--- src/rtl/lii_phy_arbiter.sv ---
// lii_phy_arbiter: shares one LII phy output between NREQ streams using round-robin grants.
// A grant lasts up to MAXBURST beats, and the output passes through a registered stage.
module lii_phy_arbiter #(
  parameter int NREQ     = 4,
  parameter int PW       = 64,
  parameter int MAXBURST = 16
) (
  input  logic                     aclk,
  input  logic                     arstn,
  input  logic [NREQ*PW-1:0]       req_tdata,
  input  logic [NREQ-1:0]          req_tvalid,
  output logic [NREQ-1:0]          req_tready,
  input  logic [NREQ*8-1:0]        req_src,
  input  logic [NREQ*8-1:0]        req_dst,
  output logic [PW-1:0]            lii_out_tdata,
  output logic                     lii_out_tvalid,
  input  logic                     lii_out_tready,
  output logic [7:0]               lii_out_src,
  output logic [7:0]               lii_out_dst,
  output logic [$clog2(NREQ)-1:0]  grant_id,
  output logic                     busy
);

  localparam int GW = $clog2(NREQ);
  localparam int BW = $clog2(MAXBURST) + 1;
  localparam logic [BW-1:0] LAST_BEAT = BW'(MAXBURST - 1);
  localparam logic [GW-1:0] LAST_REQ  = GW'(NREQ - 1);

  typedef enum logic {IDLE, GRANT} state_t;

  state_t        state_reg, state_next;
  logic [GW-1:0] grant_reg, grant_next;
  logic [GW-1:0] rr_ptr_reg, rr_ptr_next;
  logic [BW-1:0] beat_cnt_reg, beat_cnt_next;
  logic [PW-1:0] out_data_reg, out_data_next;
  logic [7:0]    out_src_reg, out_src_next;
  logic [7:0]    out_dst_reg, out_dst_next;
  logic          out_valid_reg, out_valid_next;

  logic [PW-1:0] data_arr [NREQ];
  logic [7:0]    src_arr  [NREQ];
  logic [7:0]    dst_arr  [NREQ];

  logic          can_load;
  logic          tvalid_g;
  logic          xfer;
  logic          hit;
  logic [GW-1:0] hit_idx;

  genvar gi;
  generate
    for (gi = 0; gi < NREQ; gi++) begin : g_req
      assign data_arr[gi]   = req_tdata[gi*PW +: PW];
      assign src_arr[gi]    = req_src[gi*8 +: 8];
      assign dst_arr[gi]    = req_dst[gi*8 +: 8];
      assign req_tready[gi] = (state_reg == GRANT) && (grant_reg == GW'(gi)) && can_load;
    end
  endgenerate

  assign can_load = !out_valid_reg || lii_out_tready;
  assign tvalid_g = req_tvalid[grant_reg];
  assign xfer     = (state_reg == GRANT) && tvalid_g && can_load;

  // First valid requester after the last winner, wrapping around.
  always_comb begin
    int idx;
    idx     = 0;
    hit     = 1'b0;
    hit_idx = '0;
    for (int k = 0; k < NREQ; k++) begin
      idx = (int'(rr_ptr_reg) + 1 + k) % NREQ;
      if (!hit && req_tvalid[GW'(idx)]) begin
        hit     = 1'b1;
        hit_idx = GW'(idx);
      end
    end
  end

  always_comb begin
    state_next     = state_reg;
    grant_next     = grant_reg;
    rr_ptr_next    = rr_ptr_reg;
    beat_cnt_next  = beat_cnt_reg;
    out_data_next  = out_data_reg;
    out_src_next   = out_src_reg;
    out_dst_next   = out_dst_reg;
    out_valid_next = out_valid_reg;

    // The output stage drains in any state; a new load overrides the drain.
    if (out_valid_reg && lii_out_tready) begin
      out_valid_next = 1'b0;
    end
    if (xfer) begin
      out_data_next  = data_arr[grant_reg];
      out_src_next   = src_arr[grant_reg];
      out_dst_next   = dst_arr[grant_reg];
      out_valid_next = 1'b1;
      beat_cnt_next  = beat_cnt_reg + BW'(1);
    end

    case (state_reg)
      IDLE: begin
        if (hit) begin
          grant_next    = hit_idx;
          beat_cnt_next = '0;
          state_next    = GRANT;
        end
      end
      GRANT: begin
        // Burst ends on its last beat or as soon as the winner drops valid.
        if ((xfer && (beat_cnt_reg == LAST_BEAT)) || !tvalid_g) begin
          rr_ptr_next   = grant_reg;
          beat_cnt_next = '0;
          state_next    = IDLE;
        end
      end
      default: state_next = IDLE;
    endcase
  end

  always_ff @(posedge aclk or negedge arstn) begin
    if (!arstn) begin
      state_reg     <= IDLE;
      grant_reg     <= '0;
      rr_ptr_reg    <= LAST_REQ;
      beat_cnt_reg  <= '0;
      out_data_reg  <= '0;
      out_src_reg   <= '0;
      out_dst_reg   <= '0;
      out_valid_reg <= 1'b0;
    end else begin
      state_reg     <= state_next;
      grant_reg     <= grant_next;
      rr_ptr_reg    <= rr_ptr_next;
      beat_cnt_reg  <= beat_cnt_next;
      out_data_reg  <= out_data_next;
      out_src_reg   <= out_src_next;
      out_dst_reg   <= out_dst_next;
      out_valid_reg <= out_valid_next;
    end
  end

  assign lii_out_tdata  = out_data_reg;
  assign lii_out_tvalid = out_valid_reg;
  assign lii_out_src    = out_src_reg;
  assign lii_out_dst    = out_dst_reg;
  assign grant_id       = grant_reg;
  assign busy           = (state_reg == GRANT);

endmodule

--- config.mk ---
export PLATFORM = sky130hd
export DESIGN_NAME = lii_phy_arbiter
export DESIGN_NICKNAME = d
export VERILOG_FILES = /design/src/rtl/lii_phy_arbiter.sv
export SDC_FILE = /design/constraint.sdc
export NUM_CORES = 1
export LEC_CHECK = 0
export CAP_MARGIN = 40
export CORE_AREA = 3 3 162 164
export DETAILED_ROUTE_END_ITERATION = 10
export DIE_AREA = 0 0 165 167
export SLEW_MARGIN = 40
export SYNTH_ARGS = -nofsm -noshare
export SYNTH_HDL_FRONTEND = slang
export SYNTH_SLANG_ARGS = --single-unit
--- constraint.sdc ---
create_clock -name aclk -period 2.8 [get_ports aclk]
set_input_delay 0.28 -clock aclk [delete_from_list [all_inputs] [get_ports aclk]]
set_output_delay 0.28 -clock aclk [all_outputs]
set_load 0.02 [all_outputs]
Word level (Yosys, flattened, before mapping)
Index checks and enable logic that the tools add are counted.

$add $sub $neg: 5. $mul: 0. Divide/modulo/power cells: 0. Order comparisons: 6. Equal/unequal tests: 4. Shift-type cells: 0. Multiplexer cells: 40. Bitwise operators: 2. Reductions and logical operators: 26.

Operators by type and width (count): $bmux W64 S2 (1); $mux W64 (2); $bmux W8 S2 (2); $mux W8 (4); $mux W1 (17); $lt A2 B4 Y1 const B (4); $logic_and A1 B1 Y1 (15); $mux W5 (3); $bmux W1 S2 (5); $pmux W5 S2 (1); $mux W2 (4); $add A2 B2 Y2 const B (3); $add A5 B1 Y5 const B (1); $eq A5 B4 Y1 const B (1); $logic_not A1 Y1 (5); $eq A2 B2 Y1 const B (2); $reduce_and A2 Y1 (2); $ge A3 B3 Y1 const B (1); $lt A2 B3 Y1 const B (1); $not A2 Y3 (1); $add A2 B1 Y2 const B (1); $eq A2 B1 Y1 const B (1); $logic_not A2 Y1 (1); $logic_or A1 B1 Y1 (2); other kinds (3) (3).

Register bits after elaboration: 91. Latch bits: 0. RAM bits: 0. ROM bits: 0. Output and inout port bits: 88. Logic and storage cells: 91. Memories kept: 0.

Longest topological paths before layout
Gate-level depths: netlist of the first run.

Word-level depth: 16. Gate-level depth with buffers: 6. Depth with buffers taken out: 6.

Worst setup path after synthesis of the first run
Ideal clock, no wire load.

Path kind: register to output. Start: register grant_reg[1], in the netlist grant_id[1]. End: output req_tready[2]. Arrival: 1828 ps. Required time: 2520 ps. Slack: 692 ps. Stages on the path, launching flop included: 5. Path buffers: 3. Path through: dfrtp_1 clkbuf_1 clkbuf_1 buf_1 nor3b_1.

Longest elaborated chain between the ends: 3.

RTL lines: from (decl) (RTL line 32) `logic [GW-1:0] grant_reg, grant_next;`; from (signal assigned) (RTL line 133) `grant_reg <= grant_next;`; $eq A2 B2 Y1 (RTL line 56) `assign req_tready[gi] = (state_reg == GRANT) && (grant_reg == GW'(gi)) && can_load;`; $logic_and A1 B1 Y1 (2 in a row) (RTL line 56); to (decl) (RTL line 12) `output logic [NREQ-1:0] req_tready,`.

No other way between the ends.

Final worst setup path of the first run
Start: register grant_reg[0], in the netlist grant_id[0]. End: output req_tready[1].

Longest elaborated chain between the ends: 3.

RTL lines (RTL line): $eq A2 B1 Y1 (56); $logic_and A1 B1 Y1 (2 in a row) (56).

No other way between the ends.

==> flow_metrics.env, run 1 <==
export IMPL_post_route_util_pct=42.17
export IMPL_max_freq_mhz=436.8
export IMPL_hold_ws_ns=0.4546
export IMPL_skew_ns=0.01216
export IMPL_synth_nets=662
export IMPL_clk_path_buf_depth=2
export IMPL_final_cell_mix="clkdlybuf4s50_1, dfrtp_1, mux4_2"
export IMPL_holdBufCountCts=1
export IMPL_nFillCells=2362
export IMPL_cts_tree="done"
export IMPL_core_mm2=0.02504
export IMPL_vias_per_cell=4.452
export IMPL_drc=0
export IMPL_wl_per_cell_um=19.87
export IMPL_synth_largest_area_cell="dfrtp_1"
export IMPL_clock_latency_ns=0.35
export IMPL_slew_headroom_pct=58.84
export IMPL_floorplan_initialDensity_pct=22.90
export IMPL_final_common_cell="clkdlybuf4s50_1"
export IMPL_grt_usage_pct=14.89
export IMPL_dieWidth_um=165
export IMPL_cts_root_buf="clkbuf_16"
export IMPL_cts_max_level=3
export IMPL_final_max_slew_viol_count=0
export IMPL_powerDensity_mw_per_mm2=983.4
export IMPL_detail_route_iter0_violations=211
export IMPL_largest_reg_flops=64
export IMPL_postSynthRegisterBits=91
export IMPL_hpwl_um=17310
export IMPL_grt_pass1_wl_um=30990
export IMPL_status="completed"
export IMPL_stdcell_count=1073
export IMPL_drive_gt1_share_pct=25.78
export IMPL_areaGrowthSynthToFinish_pct=84.18
export IMPL_port_buffers=414
export IMPL_gr_total_overflow=0
export IMPL_die_area_mm2=0.02756
export IMPL_fin_tns_setup_ns=0
export IMPL_synth_warnings=0
export IMPL_grt_max_degree=51
export IMPL_synth_area_mm2=0.005733
export IMPL_antenna_found_initial=3
export IMPL_hold_violations=0
export IMPL_syn_area_per_cell_um2=17.22
export IMPL_yosys_area_share_adder_pct=0.4365
export IMPL_drtPass1Iterations=4
export IMPL_die_height_um=167
export IMPL_clk_pin_slew_ns=0.07
export IMPL_synth_top_family_by_area="multiplexers"
export IMPL_setup_viol=0
export IMPL_cts_setup_buffers=0
export IMPL_synth_area_top_cells="dfrtp_1, mux4_2, mux2_4, mux2_2, buf_6"
export IMPL_crit_required_ns=2.52
export IMPL_period_minus_slack_ns=2.289
export IMPL_period_share_pct=81.77
export IMPL_yosys_cell_types_count=33
export IMPL_via_count=4777
export IMPL_num_nets_final=1065
export IMPL_tightest_slew_ns=0.6174
export IMPL_setup_worst_path_start_class="flop"
export IMPL_synth_xor_xnor_area_share_pct=0.4583
export IMPL_synth_area_mux_share_pct=52.20
export IMPL_place_inst=1054
export IMPL_critPathKind="flop to output pin"
export IMPL_numCtsBuffers=9
export IMPL_synth_top_area_share_pct=38.85
export IMPL_min_path_type="primary input to asynchronous set/reset pin"
export IMPL_grt_pass1_vias=5161
export IMPL_rows=58
export IMPL_ant_nets=0
export IMPL_p_leak_nw=4.074
export IMPL_critPathArrivalTime_ns=2.01
export IMPL_vdd_drop_max_uv=487.0
export IMPL_drv_cap=0
export IMPL_seq_area_frac_synth_pct=39.76
export IMPL_gp_congestion=0.7904
export IMPL_cts_resized=0
export IMPL_cts_num_sinks=91
export IMPL_ioPinCount=415
export IMPL_syn_inst=333
export IMPL_synth_simple_gate_area_share_pct=2.641
export IMPL_worstPathMaxFanout=44
export IMPL_wl_um=21320
export IMPL_synth_compound_area_share_pct=1.222
export IMPL_rsz0062_at_grt="no"
export IMPL_cp_end_kind="output pin"
==> metal layers <==
layer  wire (µm)  part of all wire (%)  global-route usage (%)  up-vias
li1            -                     -                       -     2148
met1        8165                    38                   17.36     2363
met2       10890                    51                   25.96      240
met3        1891                   8.9                   4.478       24
met4         357                   1.7                   4.741        2
met5          13                 0.061                       0        -
==> kinds of logic (layout without fill, tap and decap cells) <==
| kind of cell | after synthesis | count (layout) |
|---|---|---|
| xor+xnor | 3 | 3 |
| buf+inv | 33 | 441 |
| mux | 165 | 165 |
| compound gates | 11 | 11 |
| simple gates | 28 | 28 |
| fa+ha+maj | 2 | 2 |
| other cells | 0 | 2 |
| flops | 91 | 91 |
==> path summary, 6_finish.rpt <==
path	from	to	slack, ns	cells past startpoint
min in group aclk	lii_out_dst[6]	lii_out_dst[6]	0.51	1
max in group asynchronous	arstn	rr_ptr_reg[0]	1.63	3
hold reg to reg	lii_out_dst[6]	lii_out_dst[6]	0.51	1
setup reg to reg	grant_id[0]	lii_out_dst[1]	0.82	4
hold / removal	arstn	lii_out_tdata[13]	0.45	2
setup / recovery	grant_id[0]	req_tready[1]	0.51	3
==> power by group <==
part           switching [mW]  internal [mW]
Sequential              0.424           2.02
Clock                   0.521          0.744
Combinational            2.74           3.93
==> stage by stage <==
step	area [µm²]	worst slack (ns)	total power, mW
4_1_cts	10550	0.4486	10.58
3_5_place_dp	10240	0.5395	9.242
3_3_place_gp	10240	0.5603	9.183
6_report	10560	0.5105	10.38
5_1_grt	10560	0.3872	10.99
2_1_floorplan	5733	0.6919	6.723
==> layout make-up <==
type	instances	area (µm²)	share of cell area (%)
inverter	2	7.507	0.07110
multi-input combinational	209	3266	30.93
tap	330	412.9	3.910
clock inverter	3	46.29	0.4384
timing repair buffer	423	4274	40.48
antenna	2	5.005	0.04740
clock buffer	13	260.3	2.465
sequential	91	2287	21.66
==> cell usage after synthesis <==
cell / count
o31ai_1: 1
dfrtp_1: 89
mux2_4: 60
nand2_1: 4
nor2_1: 9
nor2b_1: 2
nor3_1: 1
mux2_2: 22
nor3b_1: 2
and4_1: 1
o21a_1: 1
and3_4: 1
a221oi_1: 1
o21ai_0: 1
mux2i_1: 2
a21boi_0: 1
dfstp_2: 2
nand4_1: 2
xnor2_1: 1
inv_1: 2
a21oi_1: 4
buf_1: 1
nor4_1: 1
xor2_1: 2
a211oi_1: 1
nand2b_1: 3
ha_1: 2
a31oi_1: 1
clkbuf_1: 14
mux4_2: 81
buf_6: 7
buf_2: 9
and3_1: 2
==> worst max-delay path: stages (launching register included) <==
cell and delay, ns:
dfrtp_4 0.46, buf_12 0.31, nor3b_1 0.24, clkdlybuf4s50_1 0.64
Note: power is estimated with default switching activity, not from simulation.
==> run 2: changes to the inputs <==
==> constraint.sdc (replaced) <==
create_clock -name aclk -period 2.2 [get_ports aclk]
set_input_delay 0.22 -clock aclk [delete_from_list [all_inputs] [get_ports aclk]]
set_output_delay 0.22 -clock aclk [all_outputs]
set_load 0.02 [all_outputs]
==> run 2 against run 1 <==
Net effect: total power increased by 29%; die area unchanged; via count increased by 0.13%; sequential share of layout area decreased by 0.26 points; clock power increased by 31%; clock-buffer cell count unchanged; sequential power increased by 27%; final area increased by 1.2%; critical path type unchanged; critical endpoint is now req_tready[2].
==> flow_metrics.env, run 2 (synthesis results as in run 1) <==
export IMPL_cts_max_level=3
export IMPL_hold_violations=0
export IMPL_grt_usage_pct=15.08
export IMPL_rows=58
export IMPL_cp_end_kind="output pin"
export IMPL_cp_slowest_cell="clkdlybuf4s50_1"
export IMPL_critical_path_buf_inv_count=2
export IMPL_worst_slack_ns=0.06773
export IMPL_powerDensity_mw_per_mm2=1258
export IMPL_final_common_cell="clkdlybuf4s50_1"
export IMPL_hpwl_um=17500
export IMPL_drive_gt1_share_pct=26.80
export IMPL_wl_um=21720
export IMPL_min_path_type="primary input to asynchronous set/reset pin"
export IMPL_critPathArrivalTime_ns=1.91
export IMPL_gr_total_overflow=0
export IMPL_vdd_drop_max_uv=721.4
export IMPL_placed_area_mm2=0.01031
export IMPL_clk_pin_slew_ns=0.07
export IMPL_crit_required_ns=1.98
export IMPL_clock_latency_ns=0.35
export IMPL_final_cell_mix="clkdlybuf4s50_1, dfrtp_1, mux4_2"
export IMPL_cp_cell_sequence="buf_16 -> nor3b_1 -> clkdlybuf4s50_1"
export IMPL_pre_cts_ws_ns=0.09197
export IMPL_setup_viol=0
export IMPL_grt_pass1_vias=5200
export IMPL_die_area_mm2=0.02756
export IMPL_largest_reg_flops=64
export IMPL_port_buffers=414
export IMPL_tightest_slew_ns=0.3962
export IMPL_ioPinCount=415
export IMPL_fin_tns_setup_ns=0
export IMPL_grt_max_degree=47
export IMPL_drv_cap=0
export IMPL_period_share_pct=96.92
export IMPL_areaGrowthSynthToFinish_pct=86.40
export IMPL_p_leak_nw=4.174
export IMPL_cts_num_sinks=91
export IMPL_critPathKind="flop to output pin"
export IMPL_core_mm2=0.02504
export IMPL_die_height_um=167
export IMPL_via_count=4783
export IMPL_final_max_slew_viol_count=0
export IMPL_setup_worst_path_start_class="flop"
export IMPL_drc=0
export IMPL_grt_pass1_wl_um=31160
export IMPL_place_inst=1062
export IMPL_cts_setup_buffers=0
export IMPL_floorplan_initialDensity_pct=22.90
export IMPL_stdcell_count=1081
export IMPL_detail_route_iter0_violations=135
export IMPL_antenna_found_initial=2
export IMPL_period_minus_slack_ns=2.132
export IMPL_ant_nets=0
export IMPL_status="completed"
export IMPL_max_stage_delay_ns=0.63
export IMPL_path_delay_family="buffers and inverters"
export IMPL_max_freq_mhz=469.0
export IMPL_slew_headroom_pct=73.59
export IMPL_num_nets_final=1074
export IMPL_worstPathMaxFanout=22
export IMPL_dieWidth_um=165
export IMPL_skew_ns=0.01244
export IMPL_final_cell_area_mm2=0.01069
export IMPL_vias_per_cell=4.425
export IMPL_wl_per_cell_um=20.10
export IMPL_cts_tree="done"
export IMPL_gp_congestion=0.7807
export IMPL_clk_path_buf_depth=2
export IMPL_rsz0062_at_grt="no"
export IMPL_drtPass1Iterations=4
export IMPL_cts_root_buf="clkbuf_16"
export IMPL_numCtsBuffers=9
run 2: final cells by class:
type | count | area [µm²]
multi-input combinational | 209 | 3266
timing repair buffer | 432 | 4395
fill | 2328 | 14350
antenna | 1 | 2.502
tap | 330 | 412.9
clock buffer | 13 | 270.3
sequential | 91 | 2287
inverter | 2 | 7.507
clock inverter | 3 | 45.04
run 2: what timing repair did:
| action | in CTS | in global routing |
|---|---|---|
| resized for setup | 2 | 2 |
| hold buffers | 1 | 0 |
| setup endpoints to repair | 4 | 2 |
| cloned | 1 | 0 |
| endpoints found under the hold margin | 26 | 0 |
run 2: through the flow:
| stage | total power, mW | util [%] | hold WS (ns) |
|---|---|---|---|
| 2_1_floorplan | 8.557 | - | -0.07559 |
| 3_3_place_gp | 11.79 | 41.18 | 0.1700 |
| 3_5_place_dp | 11.85 | 41.18 | 0.1733 |
| 4_1_cts | 13.72 | 42.65 | 0.3560 |
| 5_1_grt | 14.20 | 42.68 | 0.3731 |
| 6_report | 13.44 | 42.68 | 0.3546 |
run 2: path summary, 6_finish.rpt:
check                                from                end  slack [ns]  cells past startpoint
hold reg to reg            lii_out_dst[1]     lii_out_dst[1]        0.51                      1
max in group asynchronous           arstn        grant_id[1]        1.18                      3
hold / removal                      arstn  lii_out_tdata[15]        0.35                      2
setup / recovery              grant_id[0]      req_tready[2]        0.07                      3
min in group aclk          lii_out_dst[1]     lii_out_dst[1]        0.51                      1
setup reg to reg              grant_id[0]     lii_out_dst[1]        0.25                      4
run 2: routing by layer:
layer | global-route usage, % | share of wire, %
met2 | 26.62 | 51
met3 | 4.080 | 8.5
met5 | 0 | 0.060
met4 | 4.303 | 1.7
met1 | 17.79 | 39
run 2: report_power, final:
part / switching [mW] / internal, mW / total [mW] / leakage (nW)
Clock: 0.675 / 0.976 / 1.65 / 0.148
Combinational: 3.53 / 5.15 / 8.68 / 2.95
Sequential: 0.538 / 2.57 / 3.11 / 1.07
Total: 4.74 / 8.70 / 13.4 / 4.17
==> run 3: changes to the inputs <==
--- a/config.mk
+++ b/config.mk
@@ -6,9 +6,10 @@
 export NUM_CORES = 1
 export LEC_CHECK = 0
 export CAP_MARGIN = 40
-export CORE_AREA = 3 3 162 164
+export CORE_AREA = 2 2 161 163
 export DETAILED_ROUTE_END_ITERATION = 10
-export DIE_AREA = 0 0 165 167
+export DIE_AREA = 0 0 163 165
+export MAX_ROUTING_LAYER = met4
 export SLEW_MARGIN = 40
 export SYNTH_ARGS = -nofsm -noshare
 export SYNTH_HDL_FRONTEND = slang
==> run 3 against run 2 <==
Net effect: non-clock buffer count is 1 higher; setup slack gained 0.046 ns; wire length is 5.6% lower; utilization about the same; flip-flop and latch count unchanged; worst hold slack got worse by 0.0052 ns; critical path depth is the same; clock power is essentially flat; final cell count is the same; highest routed layer is now met4; via count decreased by 0.42%; combinational power is 0.6% higher.
==> flow_metrics.env, run 3 (synthesis results as in run 1) <==
export IMPL_worstPathMaxFanout=17
export IMPL_drtPass1Iterations=4
export IMPL_clk_pin_slew_ns=0.07
export IMPL_vias_per_cell=4.406
export IMPL_ioPinCount=415
export IMPL_critPathArrivalTime_ns=1.87
export IMPL_fin_tns_setup_ns=0
export IMPL_cts_tree="done"
export IMPL_rsz0062_at_grt="no"
export IMPL_period_share_pct=94.81
export IMPL_ant_nets=0
export IMPL_p_leak_nw=4.188
export IMPL_cts_num_sinks=91
export IMPL_floorplan_initialDensity_pct=22.90
export IMPL_status="completed"
export IMPL_grt_max_degree=48
export IMPL_wl_um=20510
export IMPL_slew_headroom_pct=72.61
export IMPL_via_count=4763
export IMPL_cts_max_level=3
export IMPL_areaGrowthSynthToFinish_pct=86.62
export IMPL_grt_pass1_wl_um=29430
export IMPL_cts_root_buf="clkbuf_16"
export IMPL_cp_slowest_cell="clkdlybuf4s50_1"
export IMPL_drive_gt1_share_pct=26.90
export IMPL_multi_input_area_mm2=0.003266
export IMPL_final_cell_mix="clkdlybuf4s50_1, dfrtp_1, mux4_2"
export IMPL_nFillCells=2386
export IMPL_worst_slack_ns=0.1142
export IMPL_pre_cts_ws_ns=0.08643
export IMPL_largest_reg_flops=64
export IMPL_min_path_type="primary input to asynchronous set/reset pin"
export IMPL_die_area_mm2=0.02690
export IMPL_wl_met2_um=10490
export IMPL_cts_setup_buffers=0
export IMPL_dr_wl_met3_um=1593
export IMPL_core_mm2=0.02504
export IMPL_antenna_cells=0
export IMPL_max_freq_mhz=479.4
export IMPL_antenna_found_initial=0
export IMPL_period_minus_slack_ns=2.086
export IMPL_clock_latency_ns=0.34
export IMPL_seq_area_mm2=0.002287
export IMPL_drc=0
export IMPL_wl_met1_um=8047
export IMPL_final_max_slew_viol_count=0
export IMPL_gr_total_overflow=0
export IMPL_wl_per_cell_um=18.97
export IMPL_setup_viol=0
export IMPL_grt_usage_pct=15.06
export IMPL_numCtsBuffers=9
export IMPL_grt_pass1_vias=5074
export IMPL_vdd_drop_max_uv=706.4
export IMPL_cp_end_kind="output pin"
export IMPL_detail_route_iter0_violations=184
export IMPL_skew_ns=0.006814
export IMPL_cp_cell_sequence="buf_16 -> and4_1 -> clkdlybuf4s50_1"
export IMPL_max_stage_delay_ns=0.62
export IMPL_rows=58
export IMPL_final_common_cell="clkdlybuf4s50_1"
export IMPL_setup_worst_path_start_class="flop"
export IMPL_hpwl_um=16510
export IMPL_drv_cap=0
export IMPL_critPathKind="flop to output pin"
export IMPL_highest_layer="met4"
export IMPL_num_nets_final=1075
export IMPL_crit_required_ns=1.98
export IMPL_powerDensity_mw_per_mm2=1260
export IMPL_gp_congestion=0.7789
export IMPL_clk_path_buf_depth=2
export IMPL_die_height_um=165
export IMPL_port_buffers=414
export IMPL_tightest_slew_ns=0.4108
export IMPL_dieWidth_um=163
export IMPL_hold_violations=0
-- run 3: metrics by stage --
step	power [mW]	instances	hold WS, ns	cell area (µm²)	utilization (%)
after floorplan	8.557	333	-0.07559	5733	-
after global placement	11.86	1063	0.1804	10330	41.26
after detailed placement	11.90	1063	0.1801	10330	41.26
after CTS	13.74	1081	0.3467	10690	42.71
after global routing	14.25	1081	0.3732	10700	42.73
final	13.48	1081	0.3494	10700	42.73
-- run 3: where the power goes --
group	internal, mW	switching [mW]
combinational	5.19	3.54
sequential	2.57	0.546
clock	0.975	0.661
total	8.74	4.75
-- run 3: worst max-delay path, delay by kind of cell, from the launching register on --
kind          cells  cell delay (ns)
simple gates      1             0.19
buf+inv           2             0.81
flops             1             0.51
-- run 3: final timing paths --
check / from / slack, ns / endpoint / cells past startpoint
max: grant_id[0] / 0.11 / req_tready[3] / 3
min: arstn / 0.35 / lii_out_tdata[55] / 2
max reg2reg: grant_id[0] / 0.21 / lii_out_tdata[59] / 4
min reg2reg: lii_out_tdata[61] / 0.51 / lii_out_tdata[61] / 1
max in group asynchronous: arstn / 1.20 / rr_ptr_reg[1] / 3
min in group aclk: lii_out_tdata[61] / 0.51 / lii_out_tdata[61] / 1
-- run 3: what timing repair did --
action	4_1_cts	5_1_grt
endpoints found under the hold margin	27	0
pin swaps	0	0
cloned	1	0
hold buffers	1	0
gates resized for setup	2	2
endpoints found under the setup margin	2	2
-- run 3: area by class of cell --
cell class	instances	area share, %
clock buffer	13	2.526
clock inverter	3	0.4210
inverter	2	0.07017
multi-input combinational	209	30.52
sequential	91	21.38
tap	330	3.859
timing repair buffer	433	41.22
-- run 3: per-layer routing --
layer | vias to the layer above | global-route usage [%]
met5 | - | -
met4 | 0 | 4.948
met3 | 18 | 3.842
met2 | 222 | 25.65
met1 | 2360 | 17.41
li1 | 2163 | -
